--- src/rtl/fmb_pkg.sv ---
// Shared types for the fault map builder: word classes,
// error codes and scan FSM states.
package fmb_pkg;

    localparam logic [1:0] ERR_NONE   = 2'b00;
    localparam logic [1:0] ERR_SINGLE = 2'b01;
    localparam logic [1:0] ERR_MULTI  = 2'b10;
    localparam logic [1:0] ERR_RSVD   = 2'b11;

    typedef enum logic [1:0] {
        OK,
        FLIP,
        PATCH
    } word_class_t;

    typedef enum logic [1:0] {
        IDLE,
        SCAN,
        DONE
    } state_t;

endpackage

--- src/rtl/word_classifier.sv ---
// Combinational worst-of-two classification of a word's
// zeros-sweep and ones-sweep error codes.
module word_classifier
    import fmb_pkg::*;
(
    input  logic [1:0]  err0,
    input  logic [1:0]  err1,
    output word_class_t cls
);

    logic multi;
    logic single;

    assign multi = (err0 == ERR_MULTI) || (err0 == ERR_RSVD) ||
                   (err1 == ERR_MULTI) || (err1 == ERR_RSVD);
    assign single = (err0 == ERR_SINGLE) || (err1 == ERR_SINGLE);

    // Multi-bit (or reserved) dominates single-bit.
    always_comb begin
        cls = OK;
        priority case (1'b1)
            multi:   cls = PATCH;
            single:  cls = FLIP;
            default: cls = OK;
        endcase
    end

endmodule

--- src/rtl/fault_map_builder.sv ---
// Scans both error maps once per start, counts FLIP/PATCH words
// and records PATCH addresses in a small lookup table.
module fault_map_builder
    import fmb_pkg::*;
#(
    parameter int N_WORDS = 64,
    parameter int ADDR_W  = $clog2(N_WORDS),
    parameter int N_PATCH = 8,
    parameter int CNT_W   = $clog2(N_WORDS + 1)
) (
    input  logic                       clk,
    input  logic                       reset,
    input  logic                       start,
    output logic [ADDR_W-1:0]          err_addr,
    input  logic [1:0]                 err0_data,
    input  logic [1:0]                 err1_data,
    output logic                       busy,
    output logic                       done,
    output logic [CNT_W-1:0]           n_flip,
    output logic [CNT_W-1:0]           n_patch,
    output logic                       overflow,
    input  logic [ADDR_W-1:0]          q_addr,
    output logic                       q_hit,
    output logic [$clog2(N_PATCH)-1:0] q_slot
);

    localparam int SLOT_W = $clog2(N_PATCH);
    localparam int PTR_W  = $clog2(N_PATCH + 1);

    localparam logic [ADDR_W-1:0] LAST_ADDR = ADDR_W'(N_WORDS - 1);
    localparam logic [CNT_W-1:0]  CNT_MAX   = CNT_W'(N_WORDS);
    localparam logic [PTR_W-1:0]  PTR_FULL  = PTR_W'(N_PATCH);

    state_t            state;
    word_class_t       cls;
    logic [PTR_W-1:0]  wr_ptr;
    logic [N_PATCH-1:0] valid;
    logic [ADDR_W-1:0] tbl [N_PATCH];

    word_classifier u_cls (
        .err0 (err0_data),
        .err1 (err1_data),
        .cls  (cls)
    );

    // Scan FSM: one address classified per cycle, table filled in order.
    always_ff @(posedge clk or posedge reset) begin
        if (reset) begin
            state    <= IDLE;
            err_addr <= '0;
            busy     <= 1'b0;
            done     <= 1'b0;
            n_flip   <= '0;
            n_patch  <= '0;
            overflow <= 1'b0;
            wr_ptr   <= '0;
            valid    <= '0;
            for (int i = 0; i < N_PATCH; i++) begin
                tbl[i] <= '0;
            end
        end else begin
            unique case (state)
                IDLE, DONE: begin
                    if (start) begin
                        state    <= SCAN;
                        busy     <= 1'b1;
                        done     <= 1'b0;
                        err_addr <= '0;
                        n_flip   <= '0;
                        n_patch  <= '0;
                        overflow <= 1'b0;
                        wr_ptr   <= '0;
                        valid    <= '0;
                    end
                end
                SCAN: begin
                    unique case (cls)
                        FLIP: begin
                            if (n_flip != CNT_MAX)
                                n_flip <= n_flip + CNT_W'(1);
                        end
                        PATCH: begin
                            if (n_patch != CNT_MAX)
                                n_patch <= n_patch + CNT_W'(1);
                            if (wr_ptr == PTR_FULL) begin
                                overflow <= 1'b1;
                            end else begin
                                tbl[wr_ptr[SLOT_W-1:0]]   <= err_addr;
                                valid[wr_ptr[SLOT_W-1:0]] <= 1'b1;
                                wr_ptr <= wr_ptr + PTR_W'(1);
                            end
                        end
                        default: ;
                    endcase
                    if (err_addr == LAST_ADDR) begin
                        state <= DONE;
                        busy  <= 1'b0;
                        done  <= 1'b1;
                    end else begin
                        err_addr <= err_addr + ADDR_W'(1);
                    end
                end
                default: state <= IDLE;
            endcase
        end
    end

    // Lookup: iterate high-to-low so the lowest matching slot wins.
    always_comb begin
        q_hit  = 1'b0;
        q_slot = '0;
        for (int i = N_PATCH - 1; i >= 0; i--) begin
            if (valid[i] && tbl[i] == q_addr) begin
                q_hit  = 1'b1;
                q_slot = SLOT_W'(i);
            end
        end
    end

endmodule

--- config.mk ---
export PLATFORM = sky130hd
export DESIGN_NAME = fault_map_builder
export DESIGN_NICKNAME = d
export VERILOG_FILES = /design/src/rtl/fmb_pkg.sv /design/src/rtl/word_classifier.sv /design/src/rtl/fault_map_builder.sv
export SDC_FILE = /design/constraint.sdc
export NUM_CORES = 1
export LEC_CHECK = 0
export CAP_MARGIN = 25
export CORE_MARGIN = 4
export CORE_UTILIZATION = 57
export DETAILED_ROUTE_END_ITERATION = 16
export PLACE_DENSITY_LB_ADDON = 0.05
export SYNTH_ARGS = -nofsm -noshare
export SYNTH_HDL_FRONTEND = slang
export SYNTH_SLANG_ARGS = --single-unit
--- constraint.sdc ---
create_clock -name clk -period 3.2 [get_ports clk]
set_clock_uncertainty 0.2 [all_clocks]
set_input_delay 0.48 -clock clk [delete_from_list [all_inputs] [get_ports clk]]
set_output_delay 0.48 -clock clk [all_outputs]
set_load 0.05 [all_outputs]
# --- Word level (Yosys, flattened, before mapping) ---
# Cells that the tools add are included.
word_totals:
  mem_bits_ro: 0
  in_bits: 13
  mem_bits_rw: 0
  n_memories: 0
  latch_bits: 0
  out_inout_bits: 27
  word_cells: 137
  regBits: 85
classes:
  reduce_logical: 25
  magnitude_cmp: 4
  eq_ne: 31
  n_mul: 0
  n_addsub: 4
  bitwise_logic: 3
  div: 0
  shift: 0
  n_mux: 53
ops:
  columns: ["op", "count"]
  rows:
  - ["bitwise mux 48 bit", 1]
  - ["== test 6 bit", 8]
  - ["two-way mux 7 bit", 5]
  - ["case mux 7 bit (2 select lines)", 2]
  - ["two-way mux 3 bit", 8]
  - ["two-way mux 8 bit", 3]
  - ["demux 6 bit (select 3 bit)", 1]
  - ["two-way mux 6 bit", 3]
  - ["two-way mux 1 bit", 16]
  - ["case mux 8 bit (2 select lines)", 1]
  - ["AND reduction 4 bit", 4]
  - ["adder 7 x 1 -> 7 bit, second input constant", 2]
  - ["inequality test 2 bit, second input constant", 7]
  - ["inequality test 7 bit, second input constant", 2]
  - ["== test 2 bit, second input constant", 6]
  - ["two-way mux 4 bit", 3]
  - ["case mux 6 bit (2 select lines)", 1]
  - ["logical AND 1 bit", 10]
  - ["AND reduction 3 bit", 3]
  - ["== test 2 x 1 -> 1 bit, second input constant", 4]
  - ["bitwise OR 8 bit", 1]
  - ["case mux 4 bit (2 select lines)", 1]
  - ["adder 6 x 1 -> 6 bit, second input constant", 1]
  - ["== test 6 bit, second input constant", 1]
  - ["18 further kinds", 26]

# --- Depth between registers and ports, before layout ---
# Gate-level depths: netlist (run 1).
logic_depth:
  word_depth: 10
  mapped_depth: 8
  ltp_nobuf: 7

# --- By module ---
# From an unflattened synthesis (run 1), not the netlist that was laid out.
hier_totals:
  hier_cells: 374
  area_unflattened_um2: 4312.9
by_module_without_submodules:
  columns: ["module", "seq_area_each_um2", "area_each_um2", "instances", "cells_each"]
  rows:
  - ["fault_map_builder", 2127.0, 4286.6, 1, 370]
  - ["word_classifier", 0.0, 26.3, 1, 4]

# --- Worst setup path after synthesis (run 1) ---
# OpenSTA, ideal clock, no wires.
synth_path:
  path_kind: "input -> output"
  start: "input q_addr[3]"
  end: "output q_slot[1]"
  t_required_ns: 2.520
  slack_ns: -0.021
  path_stages: 6
  t_arrival_ns: 2.541
  path_buffers: 1
  path_cell_list: "buf_2 -> xnor2_1 -> nand4_1 -> nor4_1 -> o211ai_1 -> a211oi_1"
synth_between:
  elab_chain_cells: 10
  word_cells_on_any_way: 24
  cone_classes: "eq/ne: 8; mux: 8; reduce/logical: 8"
synth_rtl:
  columns: ["element", "line", "source"]
  rows:
  - ["start, declared", "fault_map_builder.sv:22", "input logic [ADDR_W-1:0] q_addr,"]
  - ["== test 6 bit", "fault_map_builder.sv:113", "if (valid[i] && tbl[i] == q_addr) begin"]
  - ["logical AND 1 bit", "fault_map_builder.sv:113", null]
  - ["two-way mux 3 bit (7 in a row)", "fault_map_builder.sv:113", null]
  - ["two-way mux 3 bit *", "fault_map_builder.sv:113", null]
  - ["end, declared", "fault_map_builder.sv:24", "output logic [$clog2(N_PATCH)-1:0] q_slot"]
# Mark *: on every way between the ends. The rest lies on a longest branch, timed or not.

# --- Worst setup path after layout (run 1) ---
# Same ends and word-level chain as after synthesis.

==> flow_summary.toml, run 1 <==
[drt]
drt_wl_total_mm = 9.26
drt-initial-drc-count = 203
via_per_inst = 5.52
first_pass_iters = 4
drc_errors = 0
wire_per_inst_um = 17.5
vias = 2915
ant_nets = 0

[timing]
finalCriticalPeriod_ns = 3.11
setup_viol = 0
tightestPinTransition_ns = 0.700
max_slew_margin_pct = 52.8
fin_crit_sh_pct = 97.2
max_freq_ghz = 0.322
hold-worst-slack_ns = 0.269
finalMaxSlewViolations = 0
hold_viol_final = 0
rsz0062_at_grt = "true"

[cts]
clk_path_buf_depth = 2
numCtsBuffers = 9
cts_tree = "done"
cts_sinks = 85
clockRootBuffer = "clkbuf_8"
htreeDepth = 3
clk_latency_ns = 0.36
path_clk_slew_ns = 0.08

[setup_path]
crit_fanout = 5
r2r_cells = 6
cp-end-kind = "primary output"
critPathArrivalTime_ns = 2.43
worstSetupStartpointType = "input pin"
crit_start = "q_addr[3]"
rr_startpoint = "wr_ptr[0]"
required_ns = 2.52
crit_type = "input pin to primary output"
path_cells = "clkdlybuf4s50_1, buf_4, xnor2_1, nand4_1, nor4_1, o211ai_1, a211oi_2, buf_12"
crit_slowest_cell = "clkdlybuf4s50_1"
max_stage_delay_ns = 0.53

[grt]
grt_pass1_wl_mm = 15.5
overflow = 0
antenna_found_initial = 0
gr-usage-all-layers_pct = 22.7
grt_pass1_vias = 3029
grt_max_degree = 58

[synth]
synth_fp_nets = 403
netlist_instances = 383
synth_seq_cells = 85
synth.distinct_cells = 41
ys_warn_count = 0
synth_edf_count = 0
synth_area_sq_mm = 0.00426
async_reset_ff_share_pct = 100
syn_avg_cell_area_sq_um = 11.1
synth-seq-area-share_pct = 49.9
ys.flop_type = "dfrtp_1"

[pwr]
p_per_area_mw_per_mm2 = 955
p_leak_nw = 2.22
irDropWorstVdd_mv = 0.712

[floorplan]
dieArea_sq_mm = 0.00892
pin_count = 40
die_y_um = 94.5
num_rows = 31
die_w_um = 94.5
initial_utilization_pct = 58.7
coreArea_sq_mm = 0.00725

[placed_design]
place_congestion = 0.858
dp_hpwl_mm = 6.67
dp_cells = 512
portBuffers = 39

[finish]
layout_common_cells = "85 x dfrtp_1, 48 x mux2_2, 35 x clkdlybuf4s50_1"
layout_commonest_cell = "dfrtp_1"
syn_to_final_growth_pct = 18.5
instances_no_fill = 528
drive_above_1_share_pct = 21.7
fin_util_pct = 69.6
nNetsFinal = 444
n_antenna_cell = 0

[outcome]
outcome = "completed"

[min_path]
holdCritPathClass = "input pin to asynchronous set/reset pin"

[flow_run]
cap_viol_max_count = 0
worst max-delay path, delay by kind of cell:
| family | cells | cell delay [ns] |
|---|---|---|
| buffers and inverters | 3 | 0.90 |
| AOI/OAI and AO/OA | 2 | 0.48 |
| and+or+nand+nor | 2 | 0.43 |
| xor gates and xnor gates | 1 | 0.13 |
cell families after synthesis:
group / after synthesis / share of synthesized area [%]
compound gates: 29 / 4.29
xor+xnor: 62 / 12.7
fa+ha+maj: 7 / 2.06
buf+inv: 31 / 3.08
flops: 85 / 49.9
mux: 49 / 12.9
simple gates: 120 / 15.0
Yosys cell counts (9+ instances only):
| library cell | n | area share (%) |
|---|---|---|
| xnor2_1 | 29 | 6.0 |
| inv_1 | 9 | 0.79 |
| nand2_1 | 19 | 1.7 |
| xor2_1 | 33 | 6.8 |
| mux2_2 | 48 | 13 |
| nand4_1 | 13 | 1.9 |
| nand3_1 | 15 | 1.8 |
| dfrtp_1 | 85 | 50 |
| a21oi_1 | 9 | 1.1 |
| buf_2 | 11 | 1.3 |
| nor2_1 | 34 | 3.0 |
| clkbuf_1 | 10 | 0.88 |
report_power, final:
| part | internal [mW] | switching (mW) |
|---|---|---|
| Combinational | 0.962 | 1.12 |
| Clock | 0.305 | 0.390 |
| Sequential | 1.53 | 0.517 |
| Total | 2.80 | 2.02 |
what timing repair did:
action / in CTS / in global routing
gates resized for setup: 0 / 6
hold buffers: 0 / 0
endpoints found under the setup margin: 0 / 3
buffers inserted: 0 / 0
worst paths after layout:
check | slack (ns) | to
max in group asynchronous | 1.85 | n_flip[5]
min in group clk | 0.30 | done
hold reg to reg | 0.30 | done
setup / recovery | 0.09 | q_slot[1]
hold / removal | 0.27 | tbl[20]
setup reg to reg | 0.65 | tbl[28]
flip-flops by register name, summed over array words and instances, names as in the netlist, 2 cells and up:
register	cells
tbl	48
valid	8
n_flip	7
n_patch	7
err_addr	6
wr_ptr	4
state	2
metrics by stage:
stage | cell area [sq um] | total power, mW | worst slack (ns) | setup TNS, ns
finish | 5050 | 4.82 | 0.0902 | 0
global route | 5050 | 5.14 | -0.0249 | -0.0308
CTS | 5020 | 4.83 | 0.00327 | 0
detailed placement | 4850 | 4.13 | 0.0138 | 0
global placement | 4850 | 4.07 | 0.0787 | 0
floorplan | 4270 | 3.47 | 0.210 | 0
per-layer routing:
| layer | GRT usage, % | part of all wire [%] |
|---|---|---|
| met1 | 32.1 | 48 |
| met2 | 36.0 | 48 |
| met3 | 5.02 | 2.9 |
| met4 | 5.17 | 1.5 |
| met5 | 0 | 0 |
cell type report:
| cell class | count | area, sq um |
|---|---|---|
| Fill cell | 569 | 2200 |
| Clock buffer | 11 | 141 |
| Clock inverter | 5 | 35.0 |
| Timing Repair Buffer | 52 | 557 |
| Sequential cell | 85 | 2130 |
| Multi-Input combinational cell | 267 | 2030 |
| Tap cell | 99 | 124 |
| Inverter | 9 | 35.0 |
Note: power is estimated with default switching activity, not from simulation.
==> run 2, diff against run 1 <==
--- a/config.mk
+++ b/config.mk
@@ -5,7 +5,6 @@
 export SDC_FILE = /design/constraint.sdc
 export NUM_CORES = 1
 export LEC_CHECK = 0
-export CAP_MARGIN = 25
 export CORE_MARGIN = 4
 export CORE_UTILIZATION = 57
 export DETAILED_ROUTE_END_ITERATION = 16
==> results of run 2 <==
The final DEF is identical to that of run 1; final timing and power are the same.
